$ cat src/rtl/l2c_xout_fifo.sv
// l2c_xout_fifo
//   Request buffer between the L2C cross-unit output arbiter and the cross unit.
//   Arbitrated requests are accepted through a req/ack handshake and stored in a
//   DEPTH-entry FIFO. They are presented in order to the cross unit. The payload
//   is carried unmodified.
//
//   Optional build macro: L2C_XOUT_FIFO_BYPASS_EN
//     When defined, an empty FIFO presents in_* combinationally on the out port.
//     If the cross unit acks in that same cycle, the entry is never written.
//
// Ports
//   clk, rst            clock, synchronous active-high reset
//   in_req / in_ack     upstream handshake; payload in_cmd..in_data
//   out_req / out_ack   downstream handshake; payload out_cmd..out_data (head entry)
//   count               occupancy 0..DEPTH
//   overflow_err        sticky; upstream dropped or changed an un-acked request
module l2c_xout_fifo #(
  parameter int DEPTH          = 4,
  parameter int PTR_W          = 2,
  parameter int XU_L2C_CMD_W   = 3,
  parameter int CORE_ADDR_W    = 32,
  parameter int CORE_UID_W     = 8,
  parameter int CPU_TILE_ID_W  = 4,
  parameter int CORE_DATA_BE_W = 8,
  parameter int CORE_DATA_W    = 64,
  parameter logic [XU_L2C_CMD_W-1:0] XU_L2C_CMD_NO = '0
) (
  input  logic                      clk,
  input  logic                      rst,
  input  logic                      in_req,
  input  logic [XU_L2C_CMD_W-1:0]   in_cmd,
  input  logic [CORE_ADDR_W-1:0]    in_addr,
  input  logic [CORE_UID_W-1:0]     in_uid,
  input  logic [CPU_TILE_ID_W-1:0]  in_src,
  input  logic [CORE_DATA_BE_W-1:0] in_data_be,
  input  logic [CORE_DATA_W-1:0]    in_data,
  output logic                      in_ack,
  output logic                      out_req,
  output logic [XU_L2C_CMD_W-1:0]   out_cmd,
  output logic [CORE_ADDR_W-1:0]    out_addr,
  output logic [CORE_UID_W-1:0]     out_uid,
  output logic [CPU_TILE_ID_W-1:0]  out_src,
  output logic [CORE_DATA_BE_W-1:0] out_data_be,
  output logic [CORE_DATA_W-1:0]    out_data,
  input  logic                      out_ack,
  output logic [PTR_W:0]            count,
  output logic                      overflow_err
);

  localparam int PL_W = XU_L2C_CMD_W + CORE_ADDR_W + CORE_UID_W + CPU_TILE_ID_W
                      + CORE_DATA_BE_W + CORE_DATA_W;

  // The empty-FIFO payload: only cmd carries a non-zero "no command" code.
  localparam logic [PL_W-1:0] PL_IDLE = {XU_L2C_CMD_NO, {(PL_W-XU_L2C_CMD_W){1'b0}}};

  logic [PTR_W:0]    wr_ptr_q, wr_ptr_d;
  logic [PTR_W:0]    rd_ptr_q, rd_ptr_d;
  logic [PL_W-1:0]   mem_q [DEPTH];
  logic [PL_W-1:0]   mem_d [DEPTH];
  logic              pend_q, pend_d;
  logic [PL_W-1:0]   hold_pl_q, hold_pl_d;
  logic              ovf_q, ovf_d;

  logic [PL_W-1:0]   in_pl;
  logic [PL_W-1:0]   out_pl;
  logic              empty;
  logic              full;
  logic              bypass;
  logic              push;
  logic              pop;

  assign in_pl = {in_cmd, in_addr, in_uid, in_src, in_data_be, in_data};

  assign empty = (wr_ptr_q == rd_ptr_q);
  assign full  = (wr_ptr_q[PTR_W-1:0] == rd_ptr_q[PTR_W-1:0]) &&
                 (wr_ptr_q[PTR_W] != rd_ptr_q[PTR_W]);

`ifdef L2C_XOUT_FIFO_BYPASS_EN
  assign bypass = empty & in_req;
`else
  assign bypass = 1'b0;
`endif

  // in_ack depends only on state and in_req, never on out_ack.
  assign in_ack = in_req & ~full;
  // A bypassed entry consumed in the same cycle is never written.
  assign push   = in_ack & ~(bypass & out_ack);
  assign pop    = ~empty & out_ack;

  always_comb begin
    wr_ptr_d  = wr_ptr_q;
    rd_ptr_d  = rd_ptr_q;
    mem_d     = mem_q;
    pend_d    = in_req & ~in_ack;
    hold_pl_d = in_pl;
    ovf_d     = ovf_q;
    if (push) begin
      mem_d[wr_ptr_q[PTR_W-1:0]] = in_pl;
      wr_ptr_d = wr_ptr_q + 1'b1;
    end
    if (pop) begin
      rd_ptr_d = rd_ptr_q + 1'b1;
    end
    // Upstream must hold an un-acked request stable until it is accepted.
    if (pend_q && (!in_req || (in_pl != hold_pl_q))) begin
      ovf_d = 1'b1;
    end
  end

  always_ff @(posedge clk) begin
    if (rst) begin
      wr_ptr_q  <= '0;
      rd_ptr_q  <= '0;
      pend_q    <= 1'b0;
      hold_pl_q <= '0;
      ovf_q     <= 1'b0;
    end else begin
      wr_ptr_q  <= wr_ptr_d;
      rd_ptr_q  <= rd_ptr_d;
      pend_q    <= pend_d;
      hold_pl_q <= hold_pl_d;
      ovf_q     <= ovf_d;
    end
  end

  // Storage is not reset; the pointers alone define which entries are valid.
  always_ff @(posedge clk) begin
    mem_q <= mem_d;
  end

  always_comb begin
    out_pl = PL_IDLE;
    if (!empty) begin
      out_pl = mem_q[rd_ptr_q[PTR_W-1:0]];
    end else if (bypass) begin
      out_pl = in_pl;
    end
  end

  assign out_req = ~empty | bypass;
  assign {out_cmd, out_addr, out_uid, out_src, out_data_be, out_data} = out_pl;
  assign count        = wr_ptr_q - rd_ptr_q;
  assign overflow_err = ovf_q;

endmodule

$ cat config.mk
export PLATFORM = sky130hd
export DESIGN_NAME = l2c_xout_fifo
export DESIGN_NICKNAME = d
export VERILOG_FILES = /design/src/rtl/l2c_xout_fifo.sv
export SDC_FILE = /design/constraint.sdc
export NUM_CORES = 1
export LEC_CHECK = 0
export CAP_MARGIN = 40
export CORE_UTILIZATION = 25
export DETAILED_ROUTE_END_ITERATION = 10
export PLACE_DENSITY_LB_ADDON = 0.08
export SYNTH_ARGS = -nofsm -noshare
export SYNTH_HDL_FRONTEND = slang
export SYNTH_SLANG_ARGS = --single-unit
$ cat constraint.sdc
create_clock -name clk -period 6.4 [get_ports clk]
set_clock_uncertainty 0.1 [all_clocks]
set_input_delay 0.96 -clock clk [delete_from_list [all_inputs] [get_ports clk]]
set_output_delay 0.96 -clock clk [all_outputs]
set_load 0.005 [all_outputs]
==> summary.md, run 1 <==
| Metric | Value |
|---|---|
| GR Util met1 | `19.94%` |
| H-tree levels | `3` |
| Final net count | `1710` |
| Syn_nets | `1416` |
| R2R Path End | `mem_q[425]` |
| LEAKAGE | `9.657 nW` |
| Flops & latches, synth | `603` |
| Hold Vio Cnt, Final | `0` |
| Drt first pass iters | `4` |
| Max IR drop VDD | `0.1461 mV` |
| Worst-Margin Slew | `~0.91 ns` |
| First-pass GRT wire length | `96970 µm` |
| Post-layout minimum cycle time | `4.375 ns` |
| Post-DR wirelength/cell | `between 20 and 25 µm` |
| Total GRT Usage | `14.52%` |
| Synth top area share | `between 60% and 70%` |
| Crit start category | `register` |
| Number of global-route vias before repair | `12785` |
| Critical R2R Launch | `wr_ptr_q[0]` |
| Detail Route Antenna Nets | `0` |
| R2R cell count | `5` |
| Area Overhead vs Synth | `28.52%` |
| Clk_lat worst skew | `0.60 ns` |
| Max_cap viols | `0` |
| CTS Buf Count | `74` |
| CTS tree | `built` |
| Initial cell density of the core | `25.19%` |
| Count of final setup violators | `0` |
| Final setup TNS | `0 ns` |
| Kind of critical path | `reg2out` |
| CP required | `5.34 ns` |
| Max FO, Critical Path | `37` |
| Drt initial violations | `556` |
| Number of flops mapped to enable cells by yosys | `476` |
| Clock root buffer | `clkbuf_16` |
| RSZ-0062 raised after global routing | `false` |
| Top cells by area, synth | `edfxtp_1, mux4_2, dfxtp_1` |
| Sequential cell area fraction in the yosys report | `73.03%` |
| WP data arrival | `3.31 ns` |
| GRT met3 Usage | `under 10%` |
| Main synth FF type | `edfxtp_1` |
| Synth unique cells | `36` |
| Synth area leader | `edfxtp_1` |
| PwrDens | `361.6 nW/µm²` |
| Vias per cell | `4.278` |
| Fin Hold WS | `0.4375 ns` |
| Yosys synthesis warning count | `0` |
| Routed WL | `approximately 68000 µm` |
| Dpl hpwl | `45250 µm` |
| Core ar. | `91520 µm²` |
| Avg Synthesized Cell Area | `17.94 µm²` |
| Die width | `305.7 µm` |
| Share of post-route cells with drive strength above 1 | `15.53%` |
| Met2 usage | `around a quarter` |
| Gp weighted congestion | `0.7613` |
| CTS resizes | `0` |
| I/O pin cnt | `248` |
| Routed vias | `roughly 12000` |
| Die Height | `approximately 310 µm` |
| Hold Crit Start | `rd_ptr_q[2]` |
| # fillers | `just under 9000` |
| Pin count of the biggest net entering global routing | `65` |
| Hold depth | `2` |
| Hold Path Sink | `rd_ptr_q[2]` |
| Dpl cells | `approximately 2700` |
| Die footprint | `around 93000 µm²` |
| Async SR Flop Fraction | `0%` |
| Rows | `111` |
| TritonCTS Sinks | `603` |
| Post-CTS Setup Inserts | `0` |
| Max clock buf depth | `3` |
| Final period util | `68.36%` |
| Post-Layout Cell Count | `2827` |
| Normalized max-slew margin | `38.76%` |
| IO buf count | `roughly 250` |
| Status | `complete, no violations` |
| GR peak layer | `met2` |
| Post-Syn Area | `23050 µm²` |
| F_max | `0.2286 GHz` |
| Slew Limit Fails | `0` |
| GRT overflow | `0` |
| CP endpoint kind | `primary output` |
| Reg clk slew, reported paths | `0.06 ns` |
| CTS hold repair buffers | `0` |
| Most frequent cells in the layout | `edfxtp_1, clkdlybuf4s50_1, nor2b_1` |
| Post-Synthesis Cells | `approximately 1300` |
| R2r setup slk | `3.46 ns` |
| Tightest Hold Check Type | `reg2reg` |
| Initial antenna violation count | `8` |
| Commonest non-fill, non-tap cell in the layout | `edfxtp_1` |
| Drt drc | `0` |
-- critical path, cell delays in order, from the launching register on --
cell,delay (ns)
dfxtp_4,0.40
buf_4,0.24
buf_16,0.27
buf_4,0.22
buf_16,0.27
mux4_2,0.53
and2_1,0.20
clkdlybuf4s50_1,0.47
-- cells in the mapped netlist (9+ instances only) --
master and count:
dfxtp_1 127, xor2_1 29, nand4_1 12, inv_1 45, clkbuf_1 32, nor2b_1 127
mux4_2 119, xnor2_1 38, edfxtp_1 476, o22ai_1 12, and2_1 120, nor4_1 13
nor2_1 27, nand2b_1 25, buf_1 9, buf_2 13
-- worst max-delay path by stage --
stage          slack [ns]      endpoint  depth (start not counted)   startpoint
4_1_cts              1.90    out_uid[5]                          7  rd_ptr_q[0]
2_1_floorplan        1.44      mem_q[0]                          6  rd_ptr_q[1]
5_1_grt              1.80    out_uid[5]                          7  rd_ptr_q[0]
6_report             2.03  out_data[50]                          7  rd_ptr_q[0]
3_3_place_gp         2.02    out_uid[5]                          5  rd_ptr_q[0]
3_5_place_dp         2.57    out_uid[5]                          7  rd_ptr_q[0]
-- per-stage QoR --
stage / area, µm² / setup slack, ns / total power [mW] / utilization [%]
after floorplan: 23050 / 1.436 / 5.527 / -
after detailed placement: 27220 / 2.574 / 6.736 / 29.74
after global placement: 27020 / 2.021 / 6.676 / 29.52
final: 29630 / 2.025 / 10.71 / 32.37
after global routing: 29610 / 1.797 / 11.19 / 32.36
after CTS: 29610 / 1.900 / 10.95 / 32.36
-- state kept, by name (all words and copies together), names as in the netlist --
signal and flops:
hold_pl_q 119, overflow_err 1, wr_ptr_q 3, pend_q 1, mem_q 476, rd_ptr_q 3
-- final cells by class --
| type | count | area, µm² | share of cell area, % |
|---|---|---|---|
| Antenna cell | 5 | 12.51 | 0.04223 |
| Clock buffer | 98 | 2036 | 6.871 |
| Clock inverter | 35 | 359.1 | 1.212 |
| Inverter | 45 | 168.9 | 0.5701 |
| Multi-Input combinational cell | 583 | 5862 | 19.79 |
| Sequential cell | 603 | 16840 | 56.85 |
| Tap cell | 1186 | 1484 | 5.009 |
| Timing Repair Buffer | 272 | 2861 | 9.658 |
-- metal layers --
metal | vias up | wire [µm] | part of all wire, %
li1 | 5456 | - | -
met1 | 6300 | 31420 | 46
met2 | 243 | 32060 | 47
met3 | 85 | 2917 | 4.3
met4 | 10 | 1199 | 1.8
met5 | - | 62 | 0.092
-- logic make-up after synthesis --
kind of cell               after synthesis  synth area share [%]
xor gates and xnor gates                67                 2.545
buffers and inverters                   99                 1.682
DFF                                    603                 73.03
muxes                                  119                 11.63
AOI/OAI and AO/OA                       45                 1.634
adders and majority gates                8                0.4667
and+or+nand+nor                        344                 9.015
-- report_power, final --
part           switching [mW]  internal [mW]  total [mW]
clock                    1.63           2.52        4.15
sequential             0.0532           4.43        4.48
combinational           0.947           1.13        2.08
Note: power is estimated with default switching activity, not from simulation.
==> inputs of run 2 (changes only) <==
- clock period: 6.4 -> 4.4 ns (I/O delays scaled with it)
==> summary.md, run 2 (synthesized netlist as in run 1, its figures left out) <==
| Metric | Value |
|---|---|
| Status | `complete, no violations` |
| Drt first pass iters | `5` |
| Drt initial violations | `622` |
| F_max | `0.2688 GHz` |
| Power share of the clock group | `37.6%` |
| Clock root buffer | `clkbuf_16` |
| Post-DR wirelength/cell | `23.94 µm` |
| Design Power | `15.17 mW` |
| PwrDens | `between 500 and 600 nW/µm²` |
| Die width | `a little over 300 µm` |
| Drt drc | `0` |
| Number of global-route vias before repair | `around 13000` |
| Clk_lat worst skew | `0.59 ns` |
| Most frequent cells in the layout | `edfxtp_1, clkdlybuf4s50_1, nor2b_1` |
| WL met1 | `31460 µm` |
| Initial antenna violation count | `9` |
| CP required | `3.64 ns` |
| Max IR drop VDD | `0.3175 mV` |
| R2R Path End | `mem_q[187]` |
| Largest reg by FF count | `mem_q` |
| Commonest non-fill, non-tap cell in the layout | `edfxtp_1` |
| LEAKAGE | `9.643 nW` |
| Fin util | `32.29%` |
| Die footprint | `93430 µm²` |
| Switching pwr | `around 3.8 mW` |
| I/O pin cnt | `248` |
| Hold depth | `2` |
| Routed vias | `around 12000` |
| Count of final setup violators | `0` |
| CTS tree | `built` |
| CP endpoint kind | `primary output` |
| Reg clk slew, reported paths | `about 0.06 ns` |
| Comb pwr share | `19.5%` |
| Crit path launch | `wr_ptr_q[0]` |
| DR WL met3 | `approximately 3200 µm` |
| Net Sw Frac | `24.85%` |
| Worst-Margin Slew | `0.9641 ns` |
| WP data arrival | `slightly below 3 ns` |
| Largest register FFs | `approximately 480` |
| Post-CTS Setup Inserts | `0` |
| Routed WL | `68010 µm` |
| CTS Buf Count | `73` |
| Rows | `111` |
| Final net count | `1724` |
| TritonCTS Sinks | `between 600 and 700` |
| Core ar. | `between 90000 and 100000 µm²` |
| Critical R2R Launch | `wr_ptr_q[0]` |
| Dpl hpwl | `44710 µm` |
| Initial cell density of the core | `25.19%` |
| Area Overhead vs Synth | `28.19%` |
| End point of the critical path | `out_data_be[3]` |
| Final period util | `between 80 and 90%` |
| Max_cap viols | `0` |
| CTS resizes | `0` |
| GRT overflow | `0` |
| Share of post-route cells with drive strength above 1 | `16.19%` |
| Final setup TNS | `0 ns` |
| Slew Limit Fails | `0` |
| Int Pwr | `11.40 mW` |
| Hold Vio Cnt, Final | `0` |
| R2R cell count | `5` |
| Regs by FF count | `mem_q: 476 flops, hold_pl_q: 119 flops` |
| CTS hold repair buffers | `0` |
| Normalized max-slew margin | `35.73%` |
| R2r setup slk | `1.73 ns` |
| IO buf count | `247` |
| Post-layout minimum cycle time | `3.720 ns` |
| Die Height | `305.7 µm` |
| Tightest Hold Check Type | `reg2reg` |
| H-tree levels | `3` |
| Vias per cell | `between 4 and 5` |
| Crit start category | `register` |
| Met2 wire length | `31980 µm` |
| First-pass GRT wire length | `95880 µm` |
| # fillers | `between 8000 and 9000` |
| Kind of critical path | `reg2out` |
| Reg power frac | `around 43%` |
| Pin count of the biggest net entering global routing | `123` |
| Max clock buf depth | `3` |
| Max FO, Critical Path | `67` |
| Top sig layer | `met5` |
| Fin Hold WS | `around 0.44 ns` |
| Detail Route Antenna Nets | `0` |
| Total GRT Usage | `about 14%` |
| Gp weighted congestion | `0.7645` |
| RSZ-0062 raised after global routing | `false` |
==> run 2: cell types whose count changed in the layout (fill, tap and decap cells not counted), moves of 2 or more <==
cell and change:
clkinv_2 +7, buf_4 +15, buf_16 -7, clkinv_4 -2, clkbuf_16 -2, bufinv_16 -4, buf_12 +9, clkbuf_1 +3
clkinv_1 -3
==> run 2: worst min path at each step <==
stage | start | endpoint | slack (ns)
global placement | rd_ptr_q[2] | rd_ptr_q[2] | 0.42
detailed placement | rd_ptr_q[2] | rd_ptr_q[2] | 0.43
floorplan | pend_q | overflow_err | 0.34
global route | rd_ptr_q[2] | rd_ptr_q[2] | 0.47
finish | rd_ptr_q[2] | rd_ptr_q[2] | 0.44
CTS | rd_ptr_q[2] | rd_ptr_q[2] | 0.45
==> run 2: final cells by class <==
type                            count  area, µm²  share of cell area [%]
Clock buffer                       99       1997                   6.757
Antenna cell                        6      15.01                 0.05081
Timing Repair Buffer              287       2945                   9.967
Multi-Input combinational cell    583       5862                   19.84
Tap cell                         1186       1484                   5.021
Sequential cell                   603      16840                   57.00
Clock inverter                     32      236.5                  0.8002
Inverter                           45      168.9                  0.5716
==> run 2: critical path: stages (launching register included) <==
cell	delay, ns
dfxtp_1	0.39
inv_1	0.10
ha_1	0.36
nand3_4	0.36
buf_12	0.33
and2_1	0.23
clkdlybuf4s50_1	0.45
==> run 2: stage by stage <==
stage,setup WS [ns],std cells,area [µm²]
finish,0.6802,2841,29550
global route,0.5164,2835,29540
CTS,0.6230,2835,29540
detailed placement,0.7402,2704,27300
global placement,0.6707,2704,27300
floorplan,0.8096,1285,23060
==> run 2: metal layers <==
layer | vias to the layer above | track usage [%]
li1 | 5492 | -
met3 | 94 | 3.300
met4 | 12 | 3.892
met1 | 6317 | 19.77
met5 | - | 0
met2 | 259 | 23.03
==> run 2: power by group through the flow <==
stage / sequential (mW) / combinational (mW) / clock [mW]
finish: 6.51 / 2.95 / 5.71
global route: 6.54 / 3.22 / 6.14
CTS: 6.52 / 3.10 / 5.93
detailed placement: 6.64 / 3.08 / 0
global placement: 6.63 / 3.08 / 0
floorplan: 6.62 / 1.40 / 0
